$ cat config.mk
export PLATFORM = sky130hd
export DESIGN_NAME = oxide_startup_seq
export DESIGN_NICKNAME = d
export VERILOG_FILES = /design/src/rtl/oxide_startup_pkg.sv /design/src/rtl/oxide_rst_sync.sv /design/src/rtl/oxide_startup_seq.sv
export SDC_FILE = /design/constraint.sdc
export NUM_CORES = 1
export LEC_CHECK = 0
export CORE_MARGIN = 3
export CORE_UTILIZATION = 40
export CTS_CLUSTER_DIAMETER = 80
export DETAILED_ROUTE_END_ITERATION = 8
export GPL_TIMING_DRIVEN = 0
export SETUP_SLACK_MARGIN = 0.15
export SLEW_MARGIN = 20
export SYNTH_ARGS = -nofsm -noshare
export SYNTH_HDL_FRONTEND = slang
export SYNTH_SLANG_ARGS = --single-unit
$ cat constraint.sdc
create_clock -name CLK -period 1.6 [get_ports CLK]
set_input_delay 0.16 -clock CLK [delete_from_list [all_inputs] [get_ports CLK]]
set_output_delay 0.16 -clock CLK [all_outputs]
set_load 0.05 [all_outputs]
$ cat src/rtl/oxide_startup_pkg.sv
// oxide_startup_pkg
//   Shared definitions for the device wake-up sequencer:
//   - state_e      : 3-bit state encodings of the sequencer FSM
//   - DEF_*        : default parameter values
//   - load_value   : counter preload for a programmed delay (0 behaves as 1)
//   - decode_outputs : {GSR, GWE, GOE, DONE} for a state plus the sticky "up" flag
package oxide_startup_pkg;

    typedef enum logic [2:0] {
        ST_RESET = 3'd0,
        ST_GSR   = 3'd1,
        ST_GWEW  = 3'd2,
        ST_GOEW  = 3'd3,
        ST_DONEW = 3'd4,
        ST_DONE  = 3'd5,
        ST_UGSR  = 3'd6
    } state_e;

    localparam int DEF_SYNC_STAGES = 2;
    localparam int DEF_GSR_DELAY   = 4;
    localparam int DEF_GWE_DELAY   = 2;
    localparam int DEF_GOE_DELAY   = 2;
    localparam int DEF_DONE_DELAY  = 1;
    localparam int DEF_CNT_W       = 8;

    // A state that must last max(d,1) cycles is entered with cnt = max(d,1)-1
    // and leaves on the edge where cnt is already zero.
    function automatic int load_value(input int d);
        return (d <= 1) ? 0 : d - 1;
    endfunction

    // Once the device has been up, GOE and DONE stay asserted in every state.
    function automatic logic [3:0] decode_outputs(input logic [2:0] st, input logic up);
        logic gsr;
        logic gwe;
        logic goe;
        logic done;
        gsr  = 1'b0;
        gwe  = 1'b0;
        goe  = 1'b0;
        done = 1'b0;
        case (st)
            ST_RESET, ST_GSR, ST_UGSR: gsr = 1'b1;
            ST_GWEW:                   gsr = 1'b0;
            ST_GOEW:                   gwe = 1'b1;
            ST_DONEW: begin
                gwe = 1'b1;
                goe = 1'b1;
            end
            ST_DONE: begin
                gwe  = 1'b1;
                goe  = 1'b1;
                done = 1'b1;
            end
            default:                   gsr = 1'b1;
        endcase
        if (up) begin
            goe  = 1'b1;
            done = 1'b1;
        end
        return {gsr, gwe, goe, done};
    endfunction

endpackage

$ cat src/rtl/oxide_rst_sync.sv
// oxide_rst_sync
//   Asynchronous-assert / synchronous-release reset synchroniser.
//   Ports:
//     clk      in  clock
//     rst      in  asynchronous active-high reset (clears the chain at once)
//     released out high once STAGES clock edges have passed with rst low
module oxide_rst_sync #(
    parameter int STAGES = 2
) (
    input  logic clk,
    input  logic rst,
    output logic released
);

    generate
        if (STAGES < 2) begin : g_stages_err
            $error("oxide_rst_sync: STAGES must be at least 2");
        end
    endgenerate

    logic [STAGES-1:0] chain_reg;

    // A 1 is shifted in each edge; release is seen when it reaches the last stage.
    always_ff @(posedge clk or posedge rst) begin
        if (rst) begin
            chain_reg <= '0;
        end else begin
            chain_reg <= {chain_reg[STAGES-2:0], 1'b1};
        end
    end

    assign released = chain_reg[STAGES-1];

endmodule

$ cat src/rtl/oxide_startup_seq.sv
// oxide_startup_seq
//   Device wake-up sequencer: after LSR release (synchronised) holds GSR for a
//   programmed time, then raises GWE, GOE and DONE in turn. Once up, a user
//   USRGSR request re-asserts GSR and drops GWE, then re-runs the release part
//   of the sequence while keeping GOE/DONE high.
//   Ports:
//     CLK    in   clock, rising edge
//     LSR    in   asynchronous active-high reset
//     USRGSR in   user global set/reset request (honoured in ST_DONE/ST_UGSR)
//     HOLD   in   freezes state and counter in the counting states
//     GSR    out  global set/reset
//     GWE    out  global write enable
//     GOE    out  global output enable
//     DONE   out  wake-up complete
//     STATE  out  current state encoding (debug)
module oxide_startup_seq
    import oxide_startup_pkg::*;
#(
    parameter int SYNC_STAGES = DEF_SYNC_STAGES,
    parameter int GSR_DELAY   = DEF_GSR_DELAY,
    parameter int GWE_DELAY   = DEF_GWE_DELAY,
    parameter int GOE_DELAY   = DEF_GOE_DELAY,
    parameter int DONE_DELAY  = DEF_DONE_DELAY,
    parameter int CNT_W       = DEF_CNT_W
) (
    input  logic       CLK,
    input  logic       LSR,
    input  logic       USRGSR,
    input  logic       HOLD,
    output logic       GSR,
    output logic       GWE,
    output logic       GOE,
    output logic       DONE,
    output logic [2:0] STATE
);

    generate
        if (GSR_DELAY >= (1 << CNT_W) || GWE_DELAY >= (1 << CNT_W) ||
            GOE_DELAY >= (1 << CNT_W) || DONE_DELAY >= (1 << CNT_W)) begin : g_delay_err
            $error("oxide_startup_seq: a delay does not fit in CNT_W bits");
        end
    endgenerate

    localparam logic [CNT_W-1:0] LD_GSR  = CNT_W'(load_value(GSR_DELAY));
    localparam logic [CNT_W-1:0] LD_GWE  = CNT_W'(load_value(GWE_DELAY));
    localparam logic [CNT_W-1:0] LD_GOE  = CNT_W'(load_value(GOE_DELAY));
    localparam logic [CNT_W-1:0] LD_DONE = CNT_W'(load_value(DONE_DELAY));
    localparam logic [CNT_W-1:0] CNT_ONE = CNT_W'(1);

    logic             released;
    logic [2:0]       state_reg;
    logic [2:0]       state_next;
    logic [CNT_W-1:0] cnt_reg;
    logic [CNT_W-1:0] cnt_next;
    logic             up_reg;
    logic             up_next;
    logic [3:0]       out_next;

    oxide_rst_sync #(
        .STAGES   (SYNC_STAGES)
    ) u_rst_sync (
        .clk      (CLK),
        .rst      (LSR),
        .released (released)
    );

    always_comb begin
        state_next = state_reg;
        cnt_next   = cnt_reg;
        up_next    = up_reg;
        case (state_reg)
            ST_RESET: begin
                if (released) begin
                    state_next = ST_GSR;
                    cnt_next   = LD_GSR;
                end
            end
            ST_GSR, ST_GWEW, ST_GOEW, ST_DONEW: begin
                if (!HOLD) begin
                    if (cnt_reg != '0) begin
                        cnt_next = cnt_reg - CNT_ONE;
                    end else begin
                        // Delay expired: advance and preload the next delay.
                        case (state_reg)
                            ST_GSR: begin
                                state_next = ST_GWEW;
                                cnt_next   = LD_GWE;
                            end
                            ST_GWEW: begin
                                state_next = ST_GOEW;
                                cnt_next   = LD_GOE;
                            end
                            ST_GOEW: begin
                                state_next = ST_DONEW;
                                cnt_next   = LD_DONE;
                            end
                            default: begin
                                state_next = ST_DONE;
                                cnt_next   = '0;
                                up_next    = 1'b1;
                            end
                        endcase
                    end
                end
            end
            ST_DONE: begin
                if (USRGSR) begin
                    state_next = ST_UGSR;
                end
            end
            ST_UGSR: begin
                if (!USRGSR) begin
                    state_next = ST_GSR;
                    cnt_next   = LD_GSR;
                end
            end
            default: begin
                // Unused encoding recovers to reset on the next edge.
                state_next = ST_RESET;
                cnt_next   = '0;
            end
        endcase
    end

    // Outputs are registered from the next-state decode so they change on the
    // same edge as the state register.
    assign out_next = decode_outputs(state_next, up_next);

    always_ff @(posedge CLK or posedge LSR) begin
        if (LSR) begin
            state_reg <= ST_RESET;
            cnt_reg   <= '0;
            up_reg    <= 1'b0;
            GSR       <= 1'b1;
            GWE       <= 1'b0;
            GOE       <= 1'b0;
            DONE      <= 1'b0;
        end else begin
            state_reg <= state_next;
            cnt_reg   <= cnt_next;
            up_reg    <= up_next;
            GSR       <= out_next[3];
            GWE       <= out_next[2];
            GOE       <= out_next[1];
            DONE      <= out_next[0];
        end
    end

    assign STATE = state_reg;

endmodule

# == Word-level counts from Yosys, hierarchy flattened ==
# Cells that the tools add are included.
# classes
addsub,1
n_mul,0
div,0
magnitude_cmp,0
n_eq_ne,13
shift,0
muxes,23
bitwise,1
reduce_logical,9
# ops
cell,n
8-bit 2-to-1 mux,4
8-bit case mux with 4 select lines,1
"3-bit equality test, second input constant",5
3-bit 2-to-1 mux,5
"3-bit by 2-bit equality test with 1-bit output, second input constant",4
3-bit case mux with 4 select lines,1
1-bit 2-to-1 mux,11
3-bit case mux with 3 select lines,1
8-bit nonzero test,1
4-bit OR reduction,2
"8-bit by 1-bit subtractor with 8-bit output, second input constant",1
3-bit OR reduction,2
"2-bit inequality test, second input constant",2
4-bit AND reduction,1
2-bit OR reduction,2
"3-bit by 1-bit equality test with 1-bit output, second input constant",1
3-bit zero test,1
"2-bit by 1-bit inequality test with 1-bit output, second input constant",1
1-bit NOT,1
# word_totals
register_bits,18
latchBits,0
ramBits,0
mem_bits_ro,0
in_bits,4
out_inout_bits,7
n_memories,0

# == Logic depth before layout (Yosys ltp) ==
# depth
word_depth,9
ltp_mapped,6

# == Modules after synthesis ==
# Synthesis repeated with hierarchy kept, for this count alone.
# hier_totals
cells_unflattened,122
hier_area_um2,1123.6
# modules_own_cells
module,n_inst,cells_per_inst,area_each_um2,seq_area_each_um2
oxide_startup_seq,1,118,1066.0,401.6
oxide_rst_sync,1,4,57.6,50.0

# == Worst setup path before layout ==
# OpenSTA, ideal clock, no wires.
# synth_path
path_kind,register to register
from,"register state_reg[0], in the netlist STATE[0]"
to,register cnt_reg[3]
arrival_time_ns,1.712
required_time_ns,1.499
slack_ns,-0.212
stages_incl_launch_ff,7
synth_period_minus_slack_ns,1.812
path_cell_list,dfrtp_1 -> buf_4 -> nand3b_1 -> nand3_2 -> and2_1 -> buf_6 -> o32ai_1
# synth_via
elab_chain_cells,4
elab_cells_between_ends,14
classes_between,eq/ne: 9; mux: 1; bitwise: 1; reduce/logical: 3
# synth_rtl
element,line,rtl
"start, declared",oxide_startup_seq.sv:51,logic [2:0] state_reg;
"start signal, assigned",oxide_startup_seq.sv:139,state_reg <= state_next;
3-bit by 2-bit equality test with 1-bit output (tied with other cells),oxide_startup_seq.sv:71,case (state_reg)
4-bit OR reduction,oxide_startup_seq.sv:71,
2-bit inequality test (no source line),n/a,
4-bit AND reduction (no source line),n/a,
"end signal, assigned",oxide_startup_seq.sv:140,cnt_reg <= cnt_next;
"end, declared",oxide_startup_seq.sv:53,logic [CNT_W-1:0] cnt_reg;
# Several ways; a longest one is shown, not always the timed one.
# A chain may end at the register's enable or synchronous reset.

# == Worst setup path after layout ==
# layout_path
from,register cnt_reg[0]
to,"register state_reg[0], in the netlist STATE[0]"
# layout_via
elab_chain_cells,4
# layout_rtl
element,line,rtl
8-bit nonzero test,oxide_startup_seq.sv:80,if (cnt_reg != '0) begin
3-bit 2-to-1 mux,oxide_startup_seq.sv:80,
3-bit 2-to-1 mux,oxide_startup_seq.sv:79,if (!HOLD) begin
3-bit case mux with 4 select lines,oxide_startup_seq.sv:71,
via state_next[0],oxide_startup_seq.sv:52,logic [2:0] state_next;
# The timed path passes the listed nets, and every way through them passes these cells.

==> flow_summary_export.csv <==
group,metric,value,unit
layout,regArea,458,µm²
routing,drt-wirelength-per-cell,16.2,µm
routing,totalWireLength,3060,µm
synth,ys.flop_type,"dfrtp_1",
placed_design,gp_congestion,0.837,
timing,timing.fmax,0.585,GHz
global_routing,overflow,0,
timing,period_share,107,%
synth,ys_async_sr_fraction,100,%
power,power_density,884,mW/mm²
setup_path,r2r-end,"STATE[0]",
timing,slew_headroom,54.2,%
synth,synthCells,128,
layout,largest_reg_flops,8,
clocking,htree_levels,1,
timing,setup_viol,11,
setup_path,crit_path_end_kind,"flip-flop",
synth,synth_top_area_cell,"dfrtp_1",
clocking,clkSinkCount,18,
setup_path,critPathLaunchType,"flip-flop",
timing,final.setup_skew,0.0144,ns
job,drv_cap,0,
layout,fin_util,58.7,%
synth,synth.most_common_cell,"dfrtp_1",
status,violations,"setup timing",
global_routing,grt_max_degree,19,
setup_path,startpoint,"cnt_reg[0]",
synth,yosysTopAreaCellShare,35.7,%
timing,rsz0062_at_grt,"yes",
global_routing,grt_first_pass_wirelength,4930,µm
synth,yosysSeqAreaShare,37.9,%
clocking,clk_pin_slew,0.12,ns
floorplanning,fp.dieW,60.6,µm
global_routing,first_global_vias,1074,
power,finalPower,1.46,mW
synth,synthTopCellsByCount,"dfrtp_1, inv_1, nand2_1",
setup_path,rrSetupSlack,-0.11,ns
global_routing,track_usage,18.2,%
timing,worstMarginPinSlew,0.686,ns
placed_design,hpwl,1950,µm
layout,n_antenna_cell,0,
floorplanning,die-area,0.00367,mm²
timing,finalHoldViolations,0,
global_routing,antenna_found_initial,0,
synth,syn-cell-area,0.00119,mm²
synth,yosysWarnings,0,
setup_path,endpoint,"STATE[0]",
layout,layout.nets,164,
timing,layout_setup_ws,-0.109,ns
floorplanning,row_count,19,
timing,fin_crit,1.71,ns
setup_path,r2r_cells,6,
synth,synth_nets,133,
timing,whs,0.241,ns
clocking,clock_latency,0.30,ns
routing,detail-route-antenna-nets,0,
layout,fillerInstances,253,
setup_path,arrival,1.91,ns
placed_design,portBuffers,10,
synth,synthTopCellsByArea,"dfrtp_1, inv_1, nand2_1",
synth,synth_edf_count,0,
clocking,cts-buffers-inserted,3,
routing,viasPerCell,5.87,
hold_path,hold_class,"in2async",
placed_design,placed_area,0.00137,mm²
power,ir_drop,558,µV
routing,drtPass1Iterations,4,
floorplanning,ios,11,
setup_path,required,1.81,ns
routing,drcViolationCount,0,
synth,avgSynthCellArea,9.31,µm²
setup_path,path_max_fanout,3,
timing,maxSlewViolCount,0,
status,outcome,"finished, violations left",
layout,multiInputGateArea,787,µm²
setup_path,worstSetupPathType,"reg2reg",
floorplanning,start_util,42.5,%
floorplanning,die_height,60.6,µm
layout,drive_gt1_share,41.8,%
power,p_leak,0.705,nW
synth,ys_seq_elements,18,
clocking,cts-root-buf,"clkbuf_4",
setup_path,timing.rr.start,"cnt_reg[0]",
floorplanning,core,0.00281,mm²
clocking,cts_tree,"done",
clocking,clockBufferDepth,2,
routing,drt_iter0_drc,41,
layout,design_area,0.00165,mm²
synth,synth_cell_types,49,
layout,syn_to_final_growth,38.3,%
routing,via_count,1110,
==> placed cells by master (no fill, tap or decap), types with 2 or more instances in the layout <==
| cell | instances |
|---|---|
| nand2_1 | 12 |
| clkdlybuf4s50_1 | 3 |
| inv_2 | 2 |
| nor2_1 | 5 |
| a22oi_1 | 2 |
| inv_1 | 12 |
| nor2b_1 | 3 |
| o21ai_0 | 5 |
| o32ai_1 | 2 |
| nor3_1 | 3 |
| buf_4 | 13 |
| clkdlybuf4s15_2 | 2 |
| clkbuf_4 | 3 |
| a31oi_1 | 2 |
| a32oi_2 | 2 |
| o32ai_2 | 3 |
| a32oi_1 | 2 |
| nor2_4 | 2 |
| a21oi_1 | 5 |
| buf_6 | 6 |
| nand2b_1 | 6 |
| dlygate4sd2_1 | 5 |
| nor3_2 | 3 |
| dfrtp_2 | 5 |
| buf_2 | 2 |
| o21ai_2 | 2 |
| nand2_4 | 2 |
| dfrtp_1 | 12 |
==> layer usage <==
metal  up-vias  wire length [µm]  global-route usage (%)
met4         0                78                    8.36
met2        36              1490                    27.6
li1        523                 -                       -
met5         -                 0                       0
met3         8               142                    3.19
met1       543              1340                    25.1
==> how the worst min path moves through the flow <==
stage / from / end / cells after the start / slack (ns)
final: LSR / cnt_reg[3] / 2 / 0.24
after floorplan: LSR / DONE / 1 / 0.1
after detailed placement: u_rst_sync.chain_reg[0] / u_rst_sync.chain_reg[1] / 0 / 0.33
after global placement: u_rst_sync.chain_reg[0] / u_rst_sync.chain_reg[1] / 0 / 0.34
after CTS: LSR / GWE / 2 / 0.28
after global routing: LSR / u_rst_sync.chain_reg[1] / 2 / 0.31
==> stage by stage <==
stage | instances | setup slack (ns) | TNS, ns
5_1_grt | 189 | -0.165 | -1.48
4_1_cts | 186 | -0.110 | -0.682
6_report | 189 | -0.109 | -0.575
3_3_place_gp | 169 | -0.200 | -1.35
2_1_floorplan | 128 | -0.0119 | -0.0713
3_5_place_dp | 169 | -0.229 | -1.70
==> power by group <==
group / leakage [nW] / internal, mW / switching (mW)
clock: 0.0210 / 0.139 / 0.159
sequential: 0.208 / 0.543 / 0.122
combinational: 0.476 / 0.250 / 0.244
total: 0.705 / 0.932 / 0.524
==> area by class of cell <==
cell class              instances  share of cell area (%)
clock buffers                   4                    2.20
inverters                      14                    3.19
plain buffers                   6                    2.89
flip-flops and latches         18                    27.8
repair buffers                 26                    13.8
well taps                      31                    2.35
multi-input cells              90                    47.8
==> worst max-delay path, cell delays in order (launching register included) <==
cell and delay (ns):
dfrtp_1 0.42, inv_2 0.09, ha_4 0.14, or4b_4 0.50, nor2_4 0.15, a211oi_2 0.08, o31ai_2 0.22
==> kinds of logic after synthesis <==
kind of cell             after synthesis  share of synthesized area (%)
other                                  1                          0.315
AND/OR/NAND/NOR                       51                           28.4
XOR/XNOR                               1                           1.37
buffers and inverters                 20                           8.09
flip-flops                            18                           37.9
adder cells (fa/ha/maj)                1                           1.05
AO/OA/AOI/OAI                         34                           21.1
multiplexers                           2                           1.79
==> what timing repair did <==
| action | in CTS | in global routing |
|---|---|---|
| setup endpoints to repair | 22 | 16 |
| pin swaps | 8 | 8 |
| setup buffers | 13 | 3 |
| hold buffers | 0 | 0 |
| gates resized for setup | 21 | 15 |
(Power assumes the default switching activity.)
